[config.mk]
export PLATFORM = sky130hd
export DESIGN_NAME = serial_cfg_loader_flat
export DESIGN_NICKNAME = d
export VERILOG_FILES = /design/src/rtl/serial_cfg_loader_pkg.sv /design/src/rtl/serial_cfg_if.sv /design/src/rtl/serial_cfg_chan.sv /design/src/rtl/serial_cfg_loader.sv /design/src/flat_wrapper.sv
export SDC_FILE = /design/constraint.sdc
export NUM_CORES = 1
export LEC_CHECK = 0
export CORE_UTILIZATION = 55
export CTS_BUF_LIST = sky130_fd_sc_hd__clkbuf_16
export CTS_CLUSTER_DIAMETER = 60
export CTS_CLUSTER_SIZE = 20
export DETAILED_ROUTE_END_ITERATION = 12
export PLACE_DENSITY = 0.89
export SYNTH_ARGS = -nofsm -noshare
export SYNTH_HDL_FRONTEND = slang
export SYNTH_SLANG_ARGS = --single-unit
export TNS_END_PERCENT = 50
[constraint.sdc]
create_clock -name clk -period 2.1 [get_ports clk]
set_input_delay 0.21 -clock clk [delete_from_list [all_inputs] [get_ports clk]]
set_output_delay 0.21 -clock clk [all_outputs]
set_load 0.02 [all_outputs]
[src/rtl/serial_cfg_loader_pkg.sv]
// Shared types and helpers for the serial configuration loader.
// The channel state encoding is fixed so that state dumps are comparable across builds.
package serial_cfg_loader_pkg;

  typedef enum logic [1:0] {
    StIdle  = 2'd0,
    StShift = 2'd1,
    StDone  = 2'd2
  } chan_state_e;

  // Ceiling log2, used to size the per-channel bit counter.
  function automatic int unsigned clog2(input int unsigned v);
    int unsigned r;
    int unsigned p;
    r = 0;
    p = 1;
    while (p < v) begin
      p = p << 1;
      r++;
    end
    return r;
  endfunction

endpackage

[src/rtl/serial_cfg_if.sv]
// Control and status bundle of the serial configuration loader.
// The master side drives the serial lines and strobes; the slave side is the loader.
interface serial_cfg_if #(
  parameter int unsigned NCH = 3,
  parameter int unsigned W   = 8
);

  logic             en;
  logic [NCH-1:0]   sdi;
  logic             rearm;
  logic             commit;
  logic [NCH*W-1:0] cfg_q;
  logic [NCH-1:0]   ch_done;
  logic             all_done;
  logic             upd;
  logic             cfg_valid;

  modport master (
    output en, sdi, rearm, commit,
    input  cfg_q, ch_done, all_done, upd, cfg_valid
  );

  modport slave (
    input  en, sdi, rearm, commit,
    output cfg_q, ch_done, all_done, upd, cfg_valid
  );

endinterface

[src/rtl/serial_cfg_chan.sv]
// One serial channel: waits for a start bit, shifts in W bits MSB-first, then holds.
// The shadow word is never cleared so an aborted frame leaves stale bits that a full frame overwrites.
module serial_cfg_chan
  import serial_cfg_loader_pkg::*;
#(
  parameter int unsigned W = 8
) (
  input  logic         clk,
  input  logic         rst_n,
  input  logic         en_i,
  input  logic         sdi_i,
  input  logic         rearm_i,
  output logic         done_o,
  output logic [W-1:0] shadow_o
);

  localparam int unsigned CntW = clog2(W);
  localparam logic [CntW-1:0] LastCnt = CntW'(W - 1);

  chan_state_e   state_q;
  logic [CntW-1:0] cnt_q;
  logic [W-1:0]  shadow_q;
  logic          done_q;

  // Rearm outranks the enable and any start bit seen on the same edge.
  always_ff @(posedge clk or negedge rst_n) begin
    if (!rst_n) begin
      state_q  <= StIdle;
      cnt_q    <= '0;
      shadow_q <= '0;
      done_q   <= 1'b0;
    end else if (rearm_i) begin
      state_q <= StIdle;
      cnt_q   <= '0;
      done_q  <= 1'b0;
    end else if (en_i) begin
      case (state_q)
        StIdle: begin
          if (sdi_i) begin
            state_q <= StShift;
            cnt_q   <= '0;
          end
        end
        StShift: begin
          shadow_q <= {shadow_q[W-2:0], sdi_i};
          cnt_q    <= cnt_q + 1'b1;
          if (cnt_q == LastCnt) begin
            state_q <= StDone;
            done_q  <= 1'b1;
          end
        end
        StDone: begin
          state_q <= StDone;
        end
        default: begin
          state_q <= StIdle;
          done_q  <= 1'b0;
        end
      endcase
    end
  end

  assign done_o   = done_q;
  assign shadow_o = shadow_q;

endmodule

[src/rtl/serial_cfg_loader.sv]
// NCH independent serial loaders with a shadow/active stage; the active words change
// only on a commit, which copies every channel's shadow in the same edge.
module serial_cfg_loader
  import serial_cfg_loader_pkg::*;
#(
  parameter int unsigned NCH         = 3,
  parameter int unsigned W           = 8,
  parameter int unsigned AUTO_COMMIT = 1
) (
  input logic        clk,
  input logic        rst_n,
  serial_cfg_if.slave bus
);

  logic [NCH-1:0][W-1:0] shadow;
  logic [NCH-1:0]        done;
  logic                  all_done;
  logic                  fire;

  logic [NCH*W-1:0] cfg_q_q, cfg_q_d;
  logic             committed_q, committed_d;
  logic             upd_q, upd_d;
  logic             valid_q, valid_d;

  for (genvar i = 0; i < NCH; i++) begin : g_chan
    serial_cfg_chan #(
      .W(W)
    ) u_chan (
      .clk      (clk),
      .rst_n    (rst_n),
      .en_i     (bus.en),
      .sdi_i    (bus.sdi[i]),
      .rearm_i  (bus.rearm),
      .done_o   (done[i]),
      .shadow_o (shadow[i])
    );
  end

  assign all_done = &done;

  always_comb begin
    if (AUTO_COMMIT != 0) begin
      fire = all_done & ~committed_q;
    end else begin
      fire = bus.commit & all_done;
    end
  end

  // A commit in the same cycle as rearm still lands; rearm then clears the committed flag.
  always_comb begin
    cfg_q_d     = cfg_q_q;
    committed_d = committed_q;
    valid_d     = valid_q;
    upd_d       = fire;
    if (fire) begin
      cfg_q_d     = shadow;
      committed_d = 1'b1;
      valid_d     = 1'b1;
    end
    if (bus.rearm) begin
      committed_d = 1'b0;
    end
  end

  always_ff @(posedge clk or negedge rst_n) begin
    if (!rst_n) begin
      cfg_q_q     <= '0;
      committed_q <= 1'b0;
      upd_q       <= 1'b0;
      valid_q     <= 1'b0;
    end else begin
      cfg_q_q     <= cfg_q_d;
      committed_q <= committed_d;
      upd_q       <= upd_d;
      valid_q     <= valid_d;
    end
  end

  assign bus.cfg_q     = cfg_q_q;
  assign bus.ch_done   = done;
  assign bus.all_done  = all_done;
  assign bus.upd       = upd_q;
  assign bus.cfg_valid = valid_q;

endmodule

[src/flat_wrapper.sv]
// flat-port wrapper written by rule: the top's interface ports become plain ports
module serial_cfg_loader_flat import serial_cfg_loader_pkg::*;
#(
  parameter int unsigned NCH         = 3,
  parameter int unsigned W           = 8,
  parameter int unsigned AUTO_COMMIT = 1
)
  (clk, rst_n, bus_en, bus_sdi, bus_rearm, bus_commit, bus_cfg_q, bus_ch_done, bus_all_done, bus_upd, bus_cfg_valid);
  serial_cfg_if #(.NCH(NCH), .W(W)) bus_i ();
  input logic clk;
  input logic rst_n;
  input wire logic [$bits(bus_i.en)-1:0] bus_en;
  input wire logic [$bits(bus_i.sdi)-1:0] bus_sdi;
  input wire logic [$bits(bus_i.rearm)-1:0] bus_rearm;
  input wire logic [$bits(bus_i.commit)-1:0] bus_commit;
  output wire logic [$bits(bus_i.cfg_q)-1:0] bus_cfg_q;
  output wire logic [$bits(bus_i.ch_done)-1:0] bus_ch_done;
  output wire logic [$bits(bus_i.all_done)-1:0] bus_all_done;
  output wire logic [$bits(bus_i.upd)-1:0] bus_upd;
  output wire logic [$bits(bus_i.cfg_valid)-1:0] bus_cfg_valid;
  assign bus_i.en = bus_en;
  assign bus_i.sdi = bus_sdi;
  assign bus_i.rearm = bus_rearm;
  assign bus_i.commit = bus_commit;
  assign bus_cfg_q = bus_i.cfg_q;
  assign bus_ch_done = bus_i.ch_done;
  assign bus_all_done = bus_i.all_done;
  assign bus_upd = bus_i.upd;
  assign bus_cfg_valid = bus_i.cfg_valid;
  serial_cfg_loader #(.NCH(NCH), .W(W), .AUTO_COMMIT(AUTO_COMMIT)) u_core (.clk(clk), .rst_n(rst_n), .bus(bus_i));
endmodule
### Word level (Yosys, flattened, before mapping)

Cells that the tools add are included.

* add/sub/neg operators: 3
* equal/unequal tests: 18
* muxes and demuxes: 41
* bitwise gates (word level): 3
* reductions and logical operators: 24

Operator list (number)
* 3-bit AND reduction: 13
* 3-bit 2-to-1 mux: 9
* 2-bit 2-to-1 mux: 12
* 3-bit != test (second input constant): 6
* 2-bit one-hot mux with 3 select lines: 3
* 3-bit one-hot mux with 2 select lines: 3
* 1-bit 2-to-1 mux: 11
* 3-bit by 1-bit adder with 3-bit output (second input constant): 3
* 3-bit == test (second input constant): 3
* 3-bit nonzero test: 3
* 2-bit by 1-bit == test with 1-bit output (second input constant): 3
* 2-bit == test (second input constant): 3
* 2-bit zero test: 3
* 2-bit by 1-bit != test with 1-bit output (second input constant): 3
* 1-bit one-hot mux with 2 select lines: 3
* 2-bit OR reduction: 3
* 2-bit nonzero test: 2
* 1-bit NOT: 2
* 1-bit AND: 1

* flip-flop bits (word level): 69
* input bits: 8
* word-level logic and storage cells: 105

### Depth between registers and ports, before layout

Gate-level depths: netlist (run 1).

* depth after elaboration: 5
* gate-level depth with buffers: 6
* depth with buffers taken out: 5

### Hierarchy

Synthesis (run 1) repeated with hierarchy kept, for this count alone.

* cell total of the unflattened synthesis: 236
* area, all modules: 3275.6 µm²

Modules (own cells, without submodules)
* serial_cfg_chan at u_core.g_chan[0].u_chan ...: times used 2, cells each 59, area each 726.9 µm², sequential area each 350.3 µm²
* serial_cfg_loader: times used 1, cells each 59, area each 1086.0 µm², sequential area each 675.6 µm²
* serial_cfg_chan at u_core.g_chan[2].u_chan: times used 1, cells each 59, area each 735.7 µm², sequential area each 350.3 µm²

### Worst setup path after synthesis (run 1)

Ideal clock, no wire load.

* path kind: flip-flop to flip-flop
* from: register u_core.g_chan[2].u_chan.state_q[1]
* to: register u_core.g_chan[2].u_chan.cnt_q[0]
* setup time: 0.078 ns
* arrival time: 1.448 ns
* required time: 2.022 ns
* setup slack: 0.574 ns
* stages on the path, launching flop included: 7
* buffers on the path: 1
* period minus slack after synthesis: 1.526 ns
* cell sequence: dfrtp_1 > inv_1 > ha_1 > buf_2 > mux2i_1 > or4b_1 > a21oi_1

* cells in the longest elaborated chain, start to end: 4

Ends and longest elaborated chain
* start, declared: RTL line serial_cfg_chan.sv:20 `chan_state_e state_q;`
* start signal, assigned: RTL line serial_cfg_chan.sv:28 `state_q <= StIdle;`
* start signal, assigned: RTL line serial_cfg_chan.sv:33 `state_q <= StIdle;`
* start signal, assigned: RTL line serial_cfg_chan.sv:40 `state_q <= StShift;`
* 2-bit by 1-bit == test with 1-bit output / 2-bit zero test (equally long branches): RTL line serial_cfg_chan.sv:37 `case (state_q)`
* 3-bit one-hot mux with 2 select lines: RTL line serial_cfg_chan.sv:37
* 3-bit 2-to-1 mux: RTL line serial_cfg_chan.sv:36 `end else if (en_i) begin`
* 3-bit 2-to-1 mux: RTL line serial_cfg_chan.sv:32 `end else if (rearm_i) begin`
* end signal, assigned: RTL line serial_cfg_chan.sv:46 `cnt_q <= cnt_q + 1'b1;`
* end, declared: RTL line serial_cfg_chan.sv:21 `logic [CntW-1:0] cnt_q;`

Parallel ways exist; a longest one is shown, timed or not. The select of a mux whose other input is x is not followed.
A chain may end at the register's enable or synchronous reset.

### Worst setup path after layout (run 1)

Ends and elaborated chain as after synthesis.

==> results.toml, run 1 <==
[outcome]
status = "completed"

[sta]
fin_crit_sh = 0.859
fin_worst_skew_ps = 5.56
timing.hold.ws_ps = 440
fmax_mhz = 555
finalSetupTns_ps = 0
rsz0062_at_grt = "false"
finalSetupViolations = 0
maxSlewViolCount = 0
final.min_clock_period_ps = 1800
worst_slack_ps = 297
hold_viol_final = 0
slew_headroom = 0.714
tightestPinTransition_ps = 417

[cts]
root_buffer = "clkbuf_16"
htree_levels = 3
numCtsBuffers = 9
cts_tree = "yes"
clock-sinks = 69
postCtsSetupBuffers = 0
clkSlewWorstSetupHoldPaths_ps = 50
cts_resized = 0
clock_latency_ps = 330
cts_max_path_buffers = 2

[setup_path]
path_buf_inv = 1
reg2reg_depth = 5
cp_max_fo = 8
critPathCaptureType = "flip-flop"
cpPeakStageDelay_ps = 540
crit_path_start = "u_core.g_chan[2].u_chan.state_q[1]$_DFFE_PN0P_"
r2r-end = "u_core.g_chan[2].u_chan.cnt_q[0]$_DFFE_PN0P_"
crit_type = "reg -> reg"
rrSetupSlack_ps = 300
cp.required_ps = 2350
cp_top_family = "simple AND/OR/NAND/NOR gates"
rr_startpoint = "u_core.g_chan[2].u_chan.state_q[1]$_DFFE_PN0P_"
cp-start-kind = "flip-flop"
arrival_ps = 2050
crit_slowest_cell = "or4b_1"
cp_cell_sequence = "inv_1 > ha_1 > mux2i_1 > or4b_1 > a21oi_1"

[power]
irDropWorstVdd_uv = 652
power_density_nw_per_um2 = 898
p_leak_uw = 0.00183
finalPower_uw = 3390

[layout]
areaGrowthSynthToFinish_pct = 24.0
finalNonFillerCells = 344
diodes = 0
layout.nets = 292
drive_gt1_frac = 0.263

[synthesis]
yosys-top-cells-area = "dfrtp_1 57%, mux2_2 17%, ha_1 5.7%"
synth_top_cell_by_area = "dfrtp_1"
synthTopCellsByCount = "69 x dfrtp_1, 47 x mux2_2, 14 x ha_1"
yosys.cell_count.top_type = "dfrtp_1"
ys_ff_latch = 69
synthDistinctLibCells = 32
synth_edf_count = 0
synth_top_area_frac = 0.566
synth.cell_area_um2 = 3050
yosysSeqAreaShare = 0.566
async_reset_ff_frac = 1.00
syn_inst = 230
synth_ff_type = "dfrtp_1"
avgSynthCellArea_um2 = 13.3
synth.net_count = 252
ys_warn_count = 0

[run]
drv_cap = 0

[global_route]
grt-ovfl-total = 0
grtUsageTotal = 0.216
grt_pass1_wl_um = 9470
grt_pass1_vias = 1942
antenna_found_initial = 0
grt_max_degree = 70

[placement]
dp_cells = 328
dp_hpwl_um = 3410
port-buffer-count = 36
place_congestion = 0.829
dp_worst_setup_slack_ps = 181

[floorplan]
die_y_um = 76.5
core_um2 = 5240
die-area_um2 = 5850
start_util = 0.582
die_w_um = 76.5
io_pins = 38
placementRows = 26

[detailed_routing]
vias_per_cell = 5.65
finalWirelength_um = 5470
first_iter_violations = 48
ant_nets = 0
vias = 1943
drcViolationCount = 0
wl_per_cell_um = 15.9
dr.pass1.iters = 4

[hold_path]
hold_path.class = "in -> async"
[placed cells by master (no fill, tap or decap), types with 3 or more instances in the layout]
cell type and n:
a31oi_1 3, nand2b_1 7, mux2_2 47, nand2_1 4, o31ai_1 5, o21ai_0 6
mux2i_1 3, nor3_1 4, nor2b_1 5, clkbuf_16 9, buf_4 3, a21oi_1 12
inv_1 11, nand4_1 5, dfrtp_1 69, ha_1 14, nand4b_1 4, nand2_2 3
clkdlybuf4s50_1 35
[tightest hold or removal path: cells and delay by family]
kind                   cells  cell delay, ps
buffers and inverters      3             960
[report_power, final]
part / switching [uW] / leakage [uW] / internal [uW]
sequential: 80.1 / 0.000950 / 1450
clock: 535 / 0.000156 / 1030
combinational: 151 / 0.000726 / 150
[cells by family (layout without fill, tap and decap cells)]
logic type	count (synthesis)	after routing	synth area share
AOI/OAI and AO/OA	31	31	0.0615
adders and majority gates	14	14	0.0574
buffers and inverters	23	67	0.0390
DFF	69	69	0.566
muxes	51	51	0.187
and+or+nand+nor	42	42	0.0890
[how the worst max path moves through the flow]
stage	endpoint	slack [ps]	cells past startpoint
finish	u_core.g_chan[2].u_chan.cnt_q[0]$_DFFE_PN0P_	300	5
global route	u_core.g_chan[2].u_chan.cnt_q[0]$_DFFE_PN0P_	160	5
global placement	u_core.g_chan[1].u_chan.cnt_q[1]$_DFFE_PN0P_	230	4
detailed placement	u_core.g_chan[1].u_chan.cnt_q[2]$_DFFE_PN0P_	180	4
CTS	bus_all_done	310	2
floorplan	u_core.g_chan[2].u_chan.cnt_q[0]$_DFFE_PN0P_	570	6
[sequential cells by signal, summed over array words and instances, names as in the netlist]
| signal | flops |
|---|---|
| u_core.g_chan.u_chan.shadow_o | 24 |
| u_core.committed_q | 1 |
| u_core.bus.cfg_valid | 1 |
| u_core.g_chan.u_chan.done_o | 3 |
| u_core.bus.upd | 1 |
| u_core.g_chan.u_chan.cnt_q | 9 |
| u_core.g_chan.u_chan.state_q | 6 |
| u_core.bus.cfg_q | 24 |
[timing repair]
| action | 4_1_cts | 5_1_grt |
|---|---|---|
| hold endpoints to repair | 69 | 0 |
| hold buffers | 1 | 0 |
| setup endpoints to repair | 0 | 0 |
[per-layer routing]
metal | part of all wire | vias up | track usage | wire length (um)
met5 | 0 | - | 0 | 0
met4 | 0.017 | 0 | 0.0827 | 91
met3 | 0.043 | 10 | 0.0802 | 236
met2 | 0.49 | 46 | 0.342 | 2690
met1 | 0.45 | 979 | 0.269 | 2450
li1 | - | 908 | - | -
[final cells by class]
class | count | area, um^2
flip-flops and latches | 69 | 1730
fillers | 356 | 1460
multi-input cells | 138 | 1200
repair buffers | 41 | 408
clock buffers | 9 | 225
clock inverters | 6 | 87.6
well taps | 70 | 87.6
inverters | 11 | 41.3
[through the flow]
| stage | instance area [um^2] | utilization |
|---|---|---|
| CTS | 3780 | 0.722 |
| global placement | 3460 | 0.660 |
| detailed placement | 3460 | 0.660 |
| finish | 3780 | 0.722 |
| floorplan | 3050 | - |
| global route | 3780 | 0.722 |
Note: power is estimated with default switching activity, not from simulation.
==> run 2: changes to the inputs <==
SETUP_SLACK_MARGIN = 0.5   (was default)
==> results.toml, run 2 (synthesis results as in run 1) <==
[outcome]
status = "completed"

[sta]
finalSetupViolations = 0
rsz0062_at_grt = "true"
fmax_mhz = 636
maxSlewViolCount = 0
slew_headroom = 0.752
finalSetupTns_ps = 0
fin_worst_skew_ps = 4.32
hold_viol_final = 0
fin_crit_sh = 0.749
tightestPinTransition_ps = 371
final.min_clock_period_ps = 1570

[floorplan]
core_um2 = 5240
io_pins = 38
placementRows = 26
die_w_um = 76.5
start_util = 0.582
die_y_um = 76.5
die-area_um2 = 5850

[layout]
layout.nets = 300
post-route-util = 0.753
diodes = 0
drive_gt1_frac = 0.362
final_cell_mix = "67 x dfrtp_1, 47 x mux2_2, 33 x clkdlybuf4s50_1"
final_common_cell = "dfrtp_1"
areaGrowthSynthToFinish_pct = 29.2

[detailed_routing]
dr.pass1.iters = 4
vias = 2017
finalWirelength_um = 5870
drcViolationCount = 0
wl_per_cell_um = 16.7
vias_per_cell = 5.73
first_iter_violations = 69
ant_nets = 0

[global_route]
grt_pass1_wl_um = 9580
grt-ovfl-total = 0
grt_pass1_vias = 1949
grtUsageTotal = 0.218
antenna_found_initial = 0
grt_max_degree = 70

[hold_path]
min_delay_path_depth = 3
hold_path.class = "in -> reg"

[run]
drv_cap = 0

[setup_path]
cp_cell_sequence = "clkdlybuf4s50_1"
path_buf_inv = 1
arrival_ps = 1360
crit_type = "reg -> out"
crit_slowest_cell = "clkdlybuf4s50_1"
cp-start-kind = "flip-flop"
cpPeakStageDelay_ps = 630
reg2reg_depth = 5
critPathCaptureType = "output pin"
cp_top_family = "buffers and inverters"
cp_max_fo = 3
cp.required_ps = 1890
path_depth = 1

[placement]
place_congestion = 0.829
dp_hpwl_um = 3410
port-buffer-count = 36

[cts]
htree_levels = 3
clkSlewWorstSetupHoldPaths_ps = 50
cts_tree = "yes"
root_buffer = "clkbuf_16"
clock-sinks = 69
cts_max_path_buffers = 2
numCtsBuffers = 9
clock_latency_ps = 330

[power]
irDropWorstVdd_uv = 652
finalPower_uw = 3460
p_leak_uw = 0.00188
power_density_nw_per_um2 = 878
## run 2: worst paths after layout
path	from	endpoint	slack, ps
max	u_core.g_chan[1].u_chan.done_o$_DFFE_PN0P_	bus_ch_done[1]	530
min	bus_en	u_core.g_chan[2].u_chan.state_q[1]$_DFFE_PN0P_	340
max reg2reg	u_core.g_chan[2].u_chan.state_q[0]$_DFFE_PN0P_	u_core.g_chan[2].u_chan.cnt_q[0]$_DFFE_PN0P_	530
min reg2reg	u_core.bus.cfg_valid$_DFFE_PN0P_	u_core.bus.cfg_valid$_DFFE_PN0P_	460
max in group asynchronous	rst_n	u_core.g_chan[0].u_chan.state_q[0]$_DFFE_PN0P_	1370
min in group asynchronous	rst_n	u_core.bus.cfg_q[12]$_DFFE_PN0P_	440
## run 2: through the flow
stage / worst slack, ps / hold slack [ps] / instance area, um^2 / cells
final: 527 / 341 / 3940 / 352
after global placement: 231 / 256 / 3460 / 328
after global routing: 459 / 372 / 3940 / 352
after detailed placement: 181 / 260 / 3460 / 328
after floorplan: 574 / -85.6 / 3050 / 230
after CTS: 368 / 446 / 3810 / 345
## run 2: power by group
group	switching, uW	internal (uW)	leakage, uW
logic	173	184	0.000777
clock network	542	1030	0.000156
registers	84.7	1450	0.000946
## run 2: metal layers
layer / wire length [um] / global-route usage
met1: 2440 / 0.275
met2: 3050 / 0.345
met3: 276 / 0.0802
met4: 104 / 0.0827
met5: 0 / 0
## run 2: layout make-up
| class | count | area (um^2) |
|---|---|---|
| sequential | 69 | 1730 |
| fill | 323 | 1300 |
| multi-input combinational | 138 | 1290 |
| timing repair buffer | 49 | 473 |
| clock buffer | 9 | 225 |
| clock inverter | 6 | 87.6 |
| tap | 70 | 87.6 |
| inverter | 11 | 45.0 |
## run 2: what timing repair did
action / 4_1_cts / 5_1_grt
buffers inserted: 1 / 7
resized for setup: 6 / 23
endpoints found under the hold margin: 69 / 0
setup endpoints to repair: 5 / 45
hold buffers: 1 / 0
==> run 3: changes to the inputs <==
CORE_UTILIZATION = 49   (was 55)
PLACE_DENSITY = 0.85   (was 0.89)
clock period = 1.4 ns   (was 2.1 ns; I/O delays follow)
==> results.toml, run 3 (synthesis results as in run 1) <==
[hold_path]
hold_path.class = "in -> async"

[cts]
clock-sinks = 69
htree_levels = 3
root_buffer = "clkbuf_16"
clkSlewWorstSetupHoldPaths_ps = 60
clock_latency_ps = 340
cts_tree = "yes"
cts_max_path_buffers = 2
numCtsBuffers = 9

[layout]
areaGrowthSynthToFinish_pct = 65.8
diodes = 0
drive_gt1_frac = 0.655
final_cell_mix = "69 x dfrtp_1, 53 x buf_4, 49 x buf_6"
layout.nets = 367
stdcell_area_um2 = 5060
final_common_cell = "dfrtp_1"

[setup_path]
cp_top_family = "compound AO/OA/AOI/OAI gates"
critPathCaptureType = "flip-flop"
reg2reg_depth = 6
rrSetupSlack_ps = -190
endpoint = "u_core.g_chan[1].u_chan.cnt_q[2]$_DFFE_PN0P_"
crit_type = "reg -> reg"
cpPeakStageDelay_ps = 430
cp-start-kind = "flip-flop"
crit_path_start = "u_core.g_chan[1].u_chan.state_q[1]$_DFFE_PN0P_"
path_buf_inv = 2
crit_slowest_cell = "o31ai_1"
cp_max_fo = 4
cp_cell_sequence = "inv_2 > ha_4 > nor2b_4 > buf_4 > o31ai_1 > a21oi_2"
rr_startpoint = "u_core.g_chan[1].u_chan.state_q[1]$_DFFE_PN0P_"
r2r-end = "u_core.g_chan[1].u_chan.cnt_q[2]$_DFFE_PN0P_"
arrival_ps = 1790
cp.required_ps = 1600
path_depth = 6

[sta]
fin_worst_skew_ps = 10.6
worst_slack_ps = -194
rsz0062_at_grt = "true"
fmax_mhz = 627
final.min_clock_period_ps = 1590
fin_crit_sh = 1.14
slew_headroom = 0.658
hold_viol_final = 0
finalSetupViolations = 33
timing.hold.ws_ps = 242
maxSlewViolCount = 0
tightestPinTransition_ps = 509

[placement]
place_congestion = 0.757
port-buffer-count = 36
place_area_um2 = 3900
dp_hpwl_um = 4280

[floorplan]
start_util = 0.512
die_w_um = 80.9
die_y_um = 80.9
core_um2 = 5960
placementRows = 28
io_pins = 38
die-area_um2 = 6540

[power]
pwr-share-comb = 0.176
power_switching_uw = 1560
intPower_uw = 4080
p_leak_uw = 0.00252
power_density_nw_per_um2 = 1110
seq_power_share = 0.423
irDropWorstVdd_uv = 1460
switching_share = 0.276
clockPowerShare = 0.401

[detailed_routing]
drcViolationCount = 0
finalWirelength_um = 11100
wl_per_cell_um = 26.3
ant_nets = 0
first_iter_violations = 155
vias_per_cell = 6.09
vias = 2576
dr.pass1.iters = 4

[global_route]
grt_pass1_wl_um = 13400
grt_pass1_vias = 2481
grt_max_degree = 28
grtUsageTotal = 0.291
grt-ovfl-total = 0
antenna_found_initial = 0

[outcome]
violations = "negative setup slack"
status = "finished with violations"

[run]
drv_cap = 0
-- run 3: cell types whose count changed in the layout (fill, tap and decap cells not counted), moves of 4 or more --
cell / change
nand2b_1: -4
o21ai_0: -4
mux2_2: -47
mux2_4: +48
ha_1: -7
buf_4: +43
buf_6: +48
ha_4: +7
nand2b_4: +4
clkdlybuf4s50_1: -29
-- run 3: repair_timing --
item,in CTS,in global routing
endpoints found under the hold margin,15,0
resized for setup,243,38
pin swaps,16,19
buffers inserted,29,16
gates cloned,0,3
hold buffers,1,0
setup endpoints to repair,98,132
-- run 3: power groups by stage --
| stage | Combinational (uW) | Sequential (uW) | Clock, uW |
|---|---|---|---|
| floorplan | 405 | 2290 | 0 |
| global placement | 606 | 2320 | 0 |
| detailed placement | 635 | 2340 | 0 |
| CTS | 819 | 2320 | 2200 |
| global route | 1050 | 2380 | 2350 |
| finish | 993 | 2380 | 2260 |
-- run 3: metrics by stage --
stage	power (uW)	TNS, ps	utilization	worst slack [ps]	cells
2_1_floorplan	2700	-191	-	-60.3	230
3_3_place_gp	2930	-4140	0.655	-156	360
3_5_place_dp	2970	-4890	0.655	-213	360
4_1_cts	5340	-389	0.791	-122	404
5_1_grt	5780	-3060	0.849	-244	423
6_report	5630	-1870	0.849	-194	423
-- run 3: metal layers --
layer	track usage	vias to the layer above	share of wire
met2	0.511	145	0.50
met4	0.166	0	0.062
li1	-	1058	-
met1	0.332	1317	0.37
met3	0.0506	56	0.066
met5	0	-	0
-- run 3: cell type report --
class | count | area (um^2)
multi-input combinational | 138 | 1760
tap | 75 | 93.8
fill | 219 | 900
clock buffer | 9 | 225
inverter | 11 | 45.0
timing repair buffer | 116 | 1160
clock inverter | 5 | 53.8
sequential | 69 | 1730
-- run 3: worst min-delay path by stage --
stage | start | end | slack [ps] | cells past startpoint
CTS | rst_n | u_core.bus.cfg_q[7]$_DFFE_PN0P_ | 290 | 2
finish | rst_n | u_core.bus.cfg_q[7]$_DFFE_PN0P_ | 240 | 2
floorplan | rst_n | u_core.bus.cfg_q[0]$_DFFE_PN0P_ | -160 | 0
global route | rst_n | u_core.bus.cfg_q[7]$_DFFE_PN0P_ | 290 | 2
global placement | rst_n | u_core.bus.cfg_q[7]$_DFFE_PN0P_ | 100 | 1
detailed placement | rst_n | u_core.bus.cfg_q[12]$_DFFE_PN0P_ | 100 | 1
-- run 3: worst reg2reg max path: stages, from the launching register on --
cell and delay [ps]:
dfrtp_1 370, inv_2 80, ha_4 180, nor2b_4 140
buf_4 140, o31ai_1 430, a21oi_2 110
